<file path="config.mk">
export PLATFORM = sky130hd
export DESIGN_NAME = uart_xcvr
export DESIGN_NICKNAME = d
export VERILOG_FILES = /design/src/rtl/uart_pkg.sv /design/src/rtl/uart_baud_gen.sv /design/src/rtl/uart_xcvr.sv
export SDC_FILE = /design/constraint.sdc
export NUM_CORES = 1
export LEC_CHECK = 0
export CORE_MARGIN = 8
export CORE_UTILIZATION = 25
export DETAILED_ROUTE_END_ITERATION = 7
export GPL_ROUTABILITY_DRIVEN = 0
export PLACE_DENSITY = 0.45
export SETUP_SLACK_MARGIN = 0.3
export SLEW_MARGIN = 0
export SYNTH_ARGS = -nofsm -noshare
export SYNTH_HDL_FRONTEND = slang
export SYNTH_SLANG_ARGS = --single-unit
</file>
<file path="constraint.sdc">
create_clock -name clk -period 5.45 [get_ports clk]
set_clock_uncertainty 0.15 [all_clocks]
set_input_delay 0.545 -clock clk [delete_from_list [all_inputs] [get_ports clk]]
set_output_delay 0.545 -clock clk [all_outputs]
set_load 0.005 [all_outputs]
</file>
<file path="src/rtl/uart_pkg.sv">
// Shared types and oversampling constants for the UART transceiver.
package uart_pkg;

  typedef enum logic [2:0] {
    ST_IDLE   = 3'd0,
    ST_START  = 3'd1,
    ST_DATA   = 3'd2,
    ST_PARITY = 3'd3,
    ST_STOP   = 3'd4
  } uart_state_e;

  localparam int         OS_RATE    = 16;
  localparam logic [3:0] TICK_LAST  = 4'(OS_RATE - 1);
  localparam logic [3:0] TICK_EARLY = 4'd7;
  localparam logic [3:0] TICK_MID   = 4'd8;
  localparam logic [3:0] TICK_LATE  = 4'd9;

  function automatic logic majority3(input logic a, input logic b, input logic c);
    return (a & b) | (a & c) | (b & c);
  endfunction

endpackage

</file>
<file path="src/rtl/uart_baud_gen.sv">
// Oversample tick generator shared by the TX and RX paths.
// The divider is re-latched at each wrap so a baud_div change never truncates a period.
module uart_baud_gen (
  input  logic        clk,
  input  logic        rst_n,
  input  logic [15:0] baud_div,
  output logic        os_tick
);

  logic [15:0] cnt_q, cnt_d;
  logic [15:0] div_q, div_d;

  assign os_tick = (cnt_q == div_q);

  always_comb begin
    cnt_d = cnt_q + 16'd1;
    div_d = div_q;
    if (os_tick) begin
      cnt_d = '0;
      div_d = baud_div;
    end
  end

  always_ff @(posedge clk or negedge rst_n) begin
    if (!rst_n) begin
      cnt_q <= '0;
      div_q <= '0;
    end else begin
      cnt_q <= cnt_d;
      div_q <= div_d;
    end
  end

endmodule

</file>
<file path="src/rtl/uart_xcvr.sv">
// Full-duplex UART, 16x oversampled, independent TX and RX FSMs on one tick source.
// Define UART_PARITY_EN to add a parity bit (PARITY_ODD selects odd/even).
//   state  | meaning
//   IDLE   | TX: ready for a payload / RX: waiting for a falling edge
//   START  | start bit (RX rejects it if high at tick 8)
//   DATA   | payload bits, LSB first
//   PARITY | parity bit (only reachable with UART_PARITY_EN)
//   STOP   | TX: STOP_BITS stop bits / RX: first stop bit up to its midpoint
module uart_xcvr #(
  parameter int DATA_BITS  = 8,
  parameter int STOP_BITS  = 1,
  parameter int PARITY_ODD = 0
) (
  input  logic                 clk,
  input  logic                 rst_n,
  input  logic [15:0]          baud_div,
  input  logic [DATA_BITS-1:0] tx_data,
  input  logic                 tx_valid,
  output logic                 tx_ready,
  output logic                 tx,
  input  logic                 rx,
  output logic [DATA_BITS-1:0] rx_data,
  output logic                 rx_valid,
  output logic                 rx_parity_err,
  output logic                 rx_frame_err
);
  import uart_pkg::*;

`ifdef UART_PARITY_EN
  localparam logic PAR_EN = 1'b1;
`else
  localparam logic PAR_EN = 1'b0;
`endif
  localparam logic       PAR_ODD   = (PARITY_ODD != 0);
  localparam logic [3:0] LAST_DATA = 4'(DATA_BITS - 1);
  localparam logic [3:0] LAST_STOP = 4'(STOP_BITS - 1);

  logic os_tick;

  uart_baud_gen u_baud (
    .clk      (clk),
    .rst_n    (rst_n),
    .baud_div (baud_div),
    .os_tick  (os_tick)
  );

  uart_state_e          tx_st_q, tx_st_d;
  logic [3:0]           tx_tick_q, tx_tick_d, tx_bit_q, tx_bit_d;
  logic [DATA_BITS-1:0] tx_sh_q, tx_sh_d;
  logic                 tx_par_q, tx_par_d, tx_q, tx_d, tx_rdy_q, tx_rdy_d;
  logic                 tx_bit_end;

  always_comb begin
    tx_st_d    = tx_st_q;
    tx_tick_d  = tx_tick_q;
    tx_bit_d   = tx_bit_q;
    tx_sh_d    = tx_sh_q;
    tx_par_d   = tx_par_q;
    tx_bit_end = os_tick && (tx_tick_q == TICK_LAST);
    if (tx_st_q != ST_IDLE && os_tick) tx_tick_d = tx_tick_q + 4'd1;
    case (tx_st_q)
      ST_IDLE: if (tx_valid && tx_rdy_q) begin
        tx_st_d   = ST_START;
        tx_sh_d   = tx_data;
        tx_par_d  = (^tx_data) ^ PAR_ODD;
        tx_tick_d = '0;
        tx_bit_d  = '0;
      end
      ST_START: if (tx_bit_end) tx_st_d = ST_DATA;
      ST_DATA: if (tx_bit_end) begin
        tx_sh_d = tx_sh_q >> 1;
        if (tx_bit_q == LAST_DATA) begin
          tx_bit_d = '0;
          tx_st_d  = PAR_EN ? ST_PARITY : ST_STOP;
        end else begin
          tx_bit_d = tx_bit_q + 4'd1;
        end
      end
      ST_PARITY: if (tx_bit_end) tx_st_d = ST_STOP;
      ST_STOP: if (tx_bit_end) begin
        if (tx_bit_q == LAST_STOP) tx_st_d = ST_IDLE;
        else tx_bit_d = tx_bit_q + 4'd1;
      end
      default: tx_st_d = ST_IDLE;
    endcase
    // Line level is registered from the next state so tx changes with the transition edge.
    case (tx_st_d)
      ST_START:  tx_d = 1'b0;
      ST_DATA:   tx_d = tx_sh_d[0];
      ST_PARITY: tx_d = tx_par_d;
      default:   tx_d = 1'b1;
    endcase
    tx_rdy_d = (tx_st_d == ST_IDLE);
  end

  always_ff @(posedge clk or negedge rst_n) begin
    if (!rst_n) begin
      tx_st_q   <= ST_IDLE;
      tx_tick_q <= '0;
      tx_bit_q  <= '0;
      tx_sh_q   <= '0;
      tx_par_q  <= 1'b0;
      tx_q      <= 1'b1;
      tx_rdy_q  <= 1'b0;
    end else begin
      tx_st_q   <= tx_st_d;
      tx_tick_q <= tx_tick_d;
      tx_bit_q  <= tx_bit_d;
      tx_sh_q   <= tx_sh_d;
      tx_par_q  <= tx_par_d;
      tx_q      <= tx_d;
      tx_rdy_q  <= tx_rdy_d;
    end
  end

  assign tx       = tx_q;
  assign tx_ready = tx_rdy_q;

  logic                 rx_meta_q, rx_s_q;
  uart_state_e          rx_st_q, rx_st_d;
  logic [3:0]           rx_tick_q, rx_tick_d, rx_bit_q, rx_bit_d;
  logic [DATA_BITS-1:0] rx_sh_q, rx_sh_d, rx_data_q, rx_data_d;
  logic [1:0]           rx_vote_q, rx_vote_d;
  logic                 rx_pend_q, rx_pend_d, rx_vld_q, rx_vld_d;
  logic                 rx_perr_q, rx_perr_d, rx_ferr_q, rx_ferr_d;
  logic                 rx_bit_val, rx_at_late, rx_at_last;

  always_comb begin
    rx_st_d    = rx_st_q;
    rx_tick_d  = rx_tick_q;
    rx_bit_d   = rx_bit_q;
    rx_sh_d    = rx_sh_q;
    rx_vote_d  = rx_vote_q;
    rx_pend_d  = rx_pend_q;
    rx_data_d  = rx_data_q;
    rx_vld_d   = 1'b0;
    rx_perr_d  = 1'b0;
    rx_ferr_d  = 1'b0;
    rx_bit_val = majority3(rx_vote_q[1], rx_vote_q[0], rx_s_q);
    rx_at_late = os_tick && (rx_tick_q == TICK_LATE);
    rx_at_last = os_tick && (rx_tick_q == TICK_LAST);
    if (rx_st_q != ST_IDLE && os_tick) begin
      rx_tick_d = rx_tick_q + 4'd1;
      if (rx_tick_q == TICK_EARLY) rx_vote_d[1] = rx_s_q;
      if (rx_tick_q == TICK_MID)   rx_vote_d[0] = rx_s_q;
    end
    case (rx_st_q)
      ST_IDLE: begin
        rx_tick_d = '0;
        rx_bit_d  = '0;
        if (!rx_s_q) rx_st_d = ST_START;
      end
      ST_START: begin
        if (os_tick && rx_tick_q == TICK_MID && rx_s_q) rx_st_d = ST_IDLE;
        else if (rx_at_last) rx_st_d = ST_DATA;
      end
      ST_DATA: begin
        if (rx_at_late) rx_sh_d = {rx_bit_val, rx_sh_q[DATA_BITS-1:1]};
        if (rx_at_last) begin
          if (rx_bit_q == LAST_DATA) begin
            rx_bit_d = '0;
            rx_st_d  = PAR_EN ? ST_PARITY : ST_STOP;
          end else begin
            rx_bit_d = rx_bit_q + 4'd1;
          end
        end
      end
      ST_PARITY: begin
        if (rx_at_late) rx_pend_d = rx_bit_val ^ (^rx_sh_q) ^ PAR_ODD;
        if (rx_at_last) rx_st_d = ST_STOP;
      end
      // Completing at the stop midpoint lets RX re-arm before the next start edge.
      ST_STOP: if (rx_at_late) begin
        rx_st_d   = ST_IDLE;
        rx_vld_d  = 1'b1;
        rx_data_d = rx_sh_q;
        rx_ferr_d = ~rx_bit_val;
        rx_perr_d = PAR_EN & rx_pend_q;
      end
      default: rx_st_d = ST_IDLE;
    endcase
  end

  always_ff @(posedge clk or negedge rst_n) begin
    if (!rst_n) begin
      rx_meta_q <= 1'b1;
      rx_s_q    <= 1'b1;
      rx_st_q   <= ST_IDLE;
      rx_tick_q <= '0;
      rx_bit_q  <= '0;
      rx_sh_q   <= '0;
      rx_vote_q <= '0;
      rx_pend_q <= 1'b0;
      rx_data_q <= '0;
      rx_vld_q  <= 1'b0;
      rx_perr_q <= 1'b0;
      rx_ferr_q <= 1'b0;
    end else begin
      rx_meta_q <= rx;
      rx_s_q    <= rx_meta_q;
      rx_st_q   <= rx_st_d;
      rx_tick_q <= rx_tick_d;
      rx_bit_q  <= rx_bit_d;
      rx_sh_q   <= rx_sh_d;
      rx_vote_q <= rx_vote_d;
      rx_pend_q <= rx_pend_d;
      rx_data_q <= rx_data_d;
      rx_vld_q  <= rx_vld_d;
      rx_perr_q <= rx_perr_d;
      rx_ferr_q <= rx_ferr_d;
    end
  end

  assign rx_data       = rx_data_q;
  assign rx_valid      = rx_vld_q;
  assign rx_parity_err = rx_perr_q;
  assign rx_frame_err  = rx_ferr_q;

endmodule

</file>
# Yosys cells after proc, flatten, opt, wreduce, memory -nomap -nowiden
# Cells that the tools add are included.
# W data, S select, Z words.
classes:
  addsub: 5
  eq_ne: 29
  n_mux: 41
  bitwise: 6
  reduce_logical: 27
ops:
  columns: ["operator", "n"]
  rows:
  - ["$mux W4", 12]
  - ["$mux W3", 14]
  - ["$pmux W3 S5", 2]
  - ["$eq A3 B2 Y1 const B", 6]
  - ["$ne A2 B2 Y1 const B", 9]
  - ["$add A16 B1 Y16 const B", 1]
  - ["$add A4 B1 Y4 const B", 4]
  - ["$eq A16 B16 Y1", 1]
  - ["$eq A4 B4 Y1 const B", 4]
  - ["$mux W16", 1]
  - ["$mux W8", 2]
  - ["$pmux W8 S2", 1]
  - ["$eq A4 B3 Y1 const B", 3]
  - ["$pmux W4 S3", 1]
  - ["$reduce_and A2 Y1", 5]
  - ["$eq A3 B1 Y1 const B", 3]
  - ["$logic_not A3 Y1", 3]
  - ["$reduce_bool A3 Y1", 3]
  - ["$logic_and A1 B1 Y1", 8]
  - ["$pmux W4 S2", 1]
  - ["$reduce_xor A8 Y1", 1]
  - ["$eq A3 B3 Y1 const B", 2]
  - ["$mux W1", 6]
  - ["$reduce_and A6 Y1", 1]
  - ["9 further kinds", 14]
totals:
  ff_bits: 87
  input_bits: 28
  output_inout_bits: 13
  elab_cells: 129

# Longest topological paths before layout
# Gate-level depths: netlist of run 1.
depth:
  word_depth: 6
  ltp_mapped: 8
  mapped_depth_nobuf: 8

# Cells and area by module
# Synthesis of run 1 repeated with hierarchy kept, for this count alone.
hier_totals:
  cells_unflattened: 380
  area_unflattened_um2: 4206.5
by_module_without_submodules:
  columns: ["module", "instances", "cells_per_inst", "area_per_inst_um2", "seq_area_each_um2"]
  rows:
  - ["uart_xcvr", 1, 250, 2621.3, 1380.1]
  - ["uart_baud_gen", 1, 130, 1585.3, 800.8]

# Worst setup path after synthesis of run 1
# No wires, ideal clock.
synth_path:
  path_kind: "register -> register"
  from: "register u_baud.cnt_q[3]"
  to: "register rx_data_q[0] (netlist: rx_data[0])"
  setup_ps: 125
  t_arrival_ps: 2136
  required_time_ps: 5175
  path_slack_ps: 3040
  path_stages_with_launch: 7
  path_buffers: 0
  synth_period_minus_slack_ps: 2410
  path_cell_list: "dfrtp_1 xnor2_1 nand4_1 nor4_4 nand4b_4 nor4b_4 mux2_2"
synth_between:
  elab_chain_len: 3
synth_lines:
  columns: ["element", "line", "text"]
  rows:
  - ["start: declaration", "uart_baud_gen.sv:10", "logic [15:0] cnt_q, cnt_d;"]
  - ["start signal: assignment", "uart_baud_gen.sv:29", "cnt_q <= cnt_d;"]
  - ["$eq A16 B16 Y1", "uart_baud_gen.sv:13", "assign os_tick = (cnt_q == div_q);"]
  - ["$logic_and A1 B1 Y1", "uart_xcvr.sv:140", "rx_at_late = os_tick && (rx_tick_q == TICK_LATE);"]
  - ["$reduce_and A2 Y1 (no source line)", null, null]
  - ["end signal: assignment", "uart_xcvr.sv:207", "rx_data_q <= rx_data_d;"]
  - ["end: declaration", "uart_xcvr.sv:122", "logic [DATA_BITS-1:0] rx_sh_q, rx_sh_d, rx_data_q, rx_data_d;"]
# Every way passes these cells.
# A chain may end at the register's enable or synchronous reset.

# Worst setup path in the final report of run 1
layout_path:
  from: "register u_baud.cnt_q[3]"
  to: "register rx_bit_q[3]"
layout_between:
  elab_chain_len: 4
layout_lines:
  columns: ["element", "line", "text"]
  rows:
  - ["$eq A16 B16 Y1", "uart_baud_gen.sv:13", null]
  - ["$logic_and A1 B1 Y1", "uart_xcvr.sv:141", "rx_at_last = os_tick && (rx_tick_q == TICK_LAST);"]
  - ["$ne A2 B2 Y1 (no source line)", null, null]
  - ["$reduce_and A2 Y1 (no source line)", null, null]
  - ["end signal: assignment", "uart_xcvr.sv:203", "rx_bit_q <= rx_bit_d;"]
  - ["end: declaration", "uart_xcvr.sv:121", "logic [3:0] rx_tick_q, rx_tick_d, rx_bit_q, rx_bit_d;"]
# Every way passes these cells.

==> results.toml, run 1 <==
[sta]
worstMarginPinSlew_ns = 0.858
rsz0062_at_grt = "no"
setup_violations = 0
fmax_mhz = 334
fin_crit_sh = 0.549
period_needed_ns = 2.99
relSlewSlack = 0.423
drv_slew = 0
tns_ns = 0
timing_hold_violations_final = 0

[synth]
syn_area_sq_mm = 0.00412
seq_area_frac_synth = 0.529
synth_cell_type_count = 46
ys_ff_latch = 87
async_reset_ff_frac = 1.00
ys.warnings.count = 0
synth.avg_cell_area_sq_um = 11.1
synth_flop_cell = "dfrtp_1"
synth_nets = 407
syn_inst = 371
synth_edf_count = 0

[route]
via_per_inst = 4.36
wirelength_microns = 8450
vias = 2777
routedWlPerCell_microns = 13.3
route.detailed.drc = 0
antenna_left = 0
first_pass_iters = 4
drt_iter0_markers = 113

[grt]
globalRoute.totalOverflow = 0
grt_pass1_vias = 2944
grt_pass1_wl_microns = 14600
grt_usage = 0.0896
grt_antenna_before_repair = 0
grt_max_degree = 52

[clock_tree]
cts_resized = 0
clock-sinks = 87
insertion_delay_ns = 0.35
htreeDepth = 3
clk_pin_slew_worst_paths_ns = 0.07
cts_buffers = 9
cts.hold.buffers_added = 0
cts_setup_buffers = 0
cts-root-buf = "clkbuf_16"
tritoncts = "done"
cts_max_path_buffers = 2

[critical_path]
arrival_ns = 3.11
worstSetupEndpointType = "flip-flop"
crit_path_start = "u_baud.cnt_q[3]"
crit_required_ns = 5.57
path_max_fanout = 51
start_kind = "flip-flop"
reg2reg_from = "u_baud.cnt_q[3]"
critical_path_class = "reg -> reg"

[hold_path]
hp-class = "in -> async"

[finish]
multi_input_area_sq_mm = 0.00186
nets = 448
n_antenna_cell = 0
ff_latch_area_sq_mm = 0.00218
final_layout_size_suffix_gt1_frac = 0.146
n_fill_cell = 1731
layout_commonest_cell = "dfrtp_1"
final_cell_mix = "dfrtp_1, nand2_1, clkdlybuf4s50_1"
area_delta_synth_final_pct = 22.6

[pwr]
p_total_mw = 1.41
irDropWorstVdd_mv = 0.144
p_leak_nw = 2.16
power_density_mw_per_mm2 = 278

[floorplanning]
die_h_microns = 144
fp.dieW_microns = 144
std_cell_rows = 47
ios = 41
initial_core_util = 0.252
dieArea_sq_mm = 0.0208
core_sq_mm = 0.0163

[place]
place_hpwl_microns = 5930
numPortBuffers = 39

[run_status]
outcome = "complete, no violations"

[flow_run]
cap_viol_max_count = 0
[path summary, 6_finish.rpt]
kind                                    end  slack, ns  cells past startpoint
min in group clk                     rx_s_q       0.21                      0
max in group asynchronous                tx       4.12                      2
hold reg to reg                      rx_s_q       0.21                      0
hold / removal             u_baud.div_q[10]       0.03                      1
setup / recovery                rx_bit_q[3]       2.46                      8
setup reg to reg                rx_bit_q[3]       2.46                      8
[metal layers]
metal / up-vias / part of all wire / track usage
met5: - / 0 / 0
met4: 0 / 0.018 / 0.0378
met2: 36 / 0.46 / 0.135
met1: 1352 / 0.48 / 0.115
met3: 10 / 0.040 / 0.0300
li1: 1379 / - / -
[stage by stage]
stage	utilization	area (sq um)	instances	hold WS [ns]	setup slack, ns
floorplan	-	4120	371	0.0994	3.04
global route	0.309	5050	637	0.0739	2.09
CTS	0.309	5050	637	0.0489	2.37
global placement	0.290	4750	621	0.199	2.44
finish	0.309	5050	637	0.0268	2.46
detailed placement	0.290	4750	621	0.200	2.39
[cell families (layout without fill, tap and decap cells)]
family                     after synthesis  in the layout  share of synthesized area
adders and majority gates                9              9                     0.0267
and+or+nand+nor                        126            126                      0.162
other                                    1              1                   0.000910
xor gates and xnor gates                41             41                     0.0871
buffers and inverters                   18             64                     0.0191
muxes                                   36             36                     0.0975
AOI/OAI and AO/OA                       53             53                     0.0774
DFF                                     87             87                      0.529
[cell usage after synthesis, types with 2 or more instances]
library cell | number | area [sq um]
mux2_2 | 33 | 372
mux2i_1 | 3 | 30.0
a31oi_1 | 3 | 18.8
nand2b_1 | 3 | 18.8
or3_1 | 4 | 25.0
o21ai_0 | 23 | 115
nor3_1 | 4 | 20.0
nand3_1 | 12 | 60.1
a32oi_1 | 2 | 17.5
and3_1 | 6 | 37.5
inv_1 | 7 | 26.3
and3b_1 | 2 | 17.5
a31o_2 | 2 | 17.5
a21oi_1 | 10 | 50.1
dfstp_2 | 3 | 78.8
ha_1 | 8 | 100
a22oi_1 | 6 | 45.0
o31ai_1 | 2 | 15.0
clkbuf_1 | 4 | 15.0
nor3b_1 | 3 | 22.5
nor2b_1 | 4 | 25.0
and2_1 | 2 | 12.5
xor2_1 | 12 | 105
dfrtp_1 | 84 | 2100
nand4_1 | 11 | 68.8
buf_2 | 5 | 25.0
xnor2_1 | 29 | 254
nor2_1 | 29 | 109
nand2_1 | 38 | 143
[area by class of cell]
type                            instances  area share
Clock buffer                            9      0.0446
Clock inverter                          7      0.0161
Inverter                                7     0.00520
Multi-Input combinational cell        266       0.368
Sequential cell                        87       0.432
Tap cell                              220      0.0545
Timing Repair Buffer                   41      0.0797
[worst max-delay path, stage by stage, from the launching register on]
cell and delay (ns):
dfrtp_1 0.42, xnor2_1 0.20, nand4_1 0.19, nor4_4 0.39, buf_4 0.56, nand4_1 0.34
a2111oi_0 0.44, a21oi_1 0.06, o21ai_0 0.15
[report_power, final]
group / total, mW / switching (mW) / internal, mW
combinational: 0.0876 / 0.0394 / 0.0481
sequential: 0.689 / 0.0222 / 0.666
clock: 0.630 / 0.270 / 0.360
[registers in the layout, indices dropped and copies added, names as in the netlist]
signal,flops
rx_bit_q,4
tx_st_q,3
rx_valid,1
u_baud.cnt_q,16
rx_vote_q,2
tx_tick_q,4
rx_tick_q,4
tx_sh_q,8
rx_s_q,1
u_baud.div_q,16
tx,1
rx_st_q,3
rx_frame_err,1
rx_meta_q,1
tx_ready,1
rx_sh_q,8
tx_par_q,1
rx_data,8
tx_bit_q,4
Note: power is estimated with default switching activity, not from simulation.
==> inputs of run 2 (changes only) <==
Settings changed: PLACE_DENSITY 0.45 to 0.47.
Clock period 5.45 ns to 2.54 ns, I/O delays scaled along.
==> results.toml, run 2 (same netlist as run 1, synthesis figures left out) <==
[clock_tree]
tritoncts = "done"
cts_buffers = 9
cts-root-buf = "clkbuf_16"
cts_max_path_buffers = 2
clk_pin_slew_worst_paths_ns = 0.07
insertion_delay_ns = 0.34
htreeDepth = 3
clock-sinks = 87

[pwr]
p_leak_nw = 2.57
power_density_mw_per_mm2 = 534
irDropWorstVdd_mv = 0.347
pwr-share-comb = 0.073
p_int_mw = 2.44
clkPwrFrac = 0.462
switchingPower_mw = 0.729
p_seq_frac = 0.465
swShare = 0.230

[critical_path]
arrival_ns = 2.48
critical_path_class = "reg -> reg"
path_max_fanout = 8
crit_path_start = "u_baud.cnt_q[10]"
start_kind = "flip-flop"
reg2reg_from = "u_baud.cnt_q[10]"
crit_required_ns = 2.62
worstSetupEndpointType = "flip-flop"
r2r_cells = 10

[finish]
n_antenna_cell = 0
layout_commonest_cell = "dfrtp_1"
fin_util = 0.363
area_delta_synth_final_pct = 43.9
nets = 492
final_cell_mix = "dfrtp_1, clkdlybuf4s50_1, nand2_1"
reg_top3 = "u_baud.cnt_q: 16 flops, u_baud.div_q: 16 flops"
final_layout_size_suffix_gt1_frac = 0.302
multi_input_area_sq_mm = 0.00222
n_fill_cell = 1650
ff_latch_area_sq_mm = 0.00218

[hold_path]
hp-class = "in -> reg"
hold_start = "rx"
hold_path_depth = 1

[floorplanning]
ios = 41
die_h_microns = 144
fp.dieW_microns = 144
core_sq_mm = 0.0163
std_cell_rows = 47
dieArea_sq_mm = 0.0208
initial_core_util = 0.252

[sta]
fin_crit_sh = 0.944
fmax_mhz = 417
relSlewSlack = 0.630
fin_ws_ns = 0.143
rsz0062_at_grt = "yes"
worstMarginPinSlew_ns = 0.556
setup_violations = 0
drv_slew = 0
whs_ns = 0.165
period_needed_ns = 2.40
timing_hold_violations_final = 0

[route]
wirelength_microns = 9400
vias = 2967
drt_iter0_markers = 113
via_per_inst = 4.36
route.detailed.drc = 0
routedWlPerCell_microns = 13.8
antenna_left = 0
first_pass_iters = 4

[grt]
globalRoute.totalOverflow = 0
grt_pass1_wl_microns = 15000
grt_antenna_before_repair = 0
grt_usage = 0.0910
grt_max_degree = 40
grt_pass1_vias = 2987

[place]
numPortBuffers = 39
place_hpwl_microns = 6280
post-place-ws_ns = -0.0761

[flow_run]
cap_viol_max_count = 0

[run_status]
outcome = "complete, no violations"
-- run 2: changes by cell type in the layout (fill, tap and decap cells not counted), sizes merged --
| cell | before | now |
|---|---|---|
| buf | 3 | 44 |
| bufinv | 1 | 2 |
| clkbuf | 9 | 11 |
| clkinv | 4 | 1 |
| dlygate4sd3 | 0 | 1 |
| inv | 8 | 10 |
-- run 2: cell type report --
cell class	count	share of cell area
Sequential cell	87	0.368
Tap cell	220	0.0464
Inverter	7	0.00443
Clock buffer	9	0.0380
Clock inverter	7	0.0173
Timing Repair Buffer	85	0.152
Multi-Input combinational cell	266	0.375
-- run 2: power groups by stage --
stage          Combinational (mW)  Clock (mW)  Sequential [mW]
6_report                    0.231        1.46             1.47
3_5_place_dp                0.215           0             1.50
2_1_floorplan              0.0984           0             1.49
4_1_cts                     0.218        1.52             1.47
3_3_place_gp                0.215           0             1.50
5_1_grt                     0.254        1.57             1.48
-- run 2: metrics by stage --
| stage | total power [mW] | instance area, sq um | TNS [ns] | cells |
|---|---|---|---|---|
| after floorplan | 1.59 | 4120 | 0 | 371 |
| after detailed placement | 1.71 | 4910 | -0.524 | 640 |
| final | 3.17 | 5930 | 0 | 681 |
| after CTS | 3.21 | 5430 | 0 | 665 |
| after global routing | 3.30 | 5930 | 0 | 681 |
| after global placement | 1.71 | 4910 | -0.238 | 640 |
-- run 2: final timing paths --
check | to | slack, ns
worst max-delay path | rx_sh_q[2] | 0.14
worst min-delay path | rx_meta_q | 0.17
worst max register to register | rx_sh_q[2] | 0.14
worst min register to register | rx_s_q | 0.21
max in group asynchronous | tx | 1.32
min in group asynchronous | rx_data[5] | 0.29
-- run 2: timing repair --
item,4_1_cts,5_1_grt
endpoints found under the setup margin,61,63
pin swaps,7,25
endpoints found under the hold margin,34,0
gates resized for setup,30,94
hold buffers,1,0
cloned,1,2
buffers inserted,7,14
-- run 2: per-layer routing --
metal / wire length [microns] / global-route usage
met3: 310 / 0.0261
met4: 130 / 0.0334
met5: 0 / 0
met2: 4420 / 0.137
met1: 4540 / 0.121
-- run 2: critical path, stage by stage, from the launching register on --
cell and delay (ns):
dfrtp_1 0.41, xnor2_2 0.17, nand4_1 0.16, nor4_4 0.29, buf_4 0.17, nand4b_4 0.13, buf_6 0.15, buf_6 0.11
nor2_4 0.09, buf_12 0.14, mux2_4 0.30
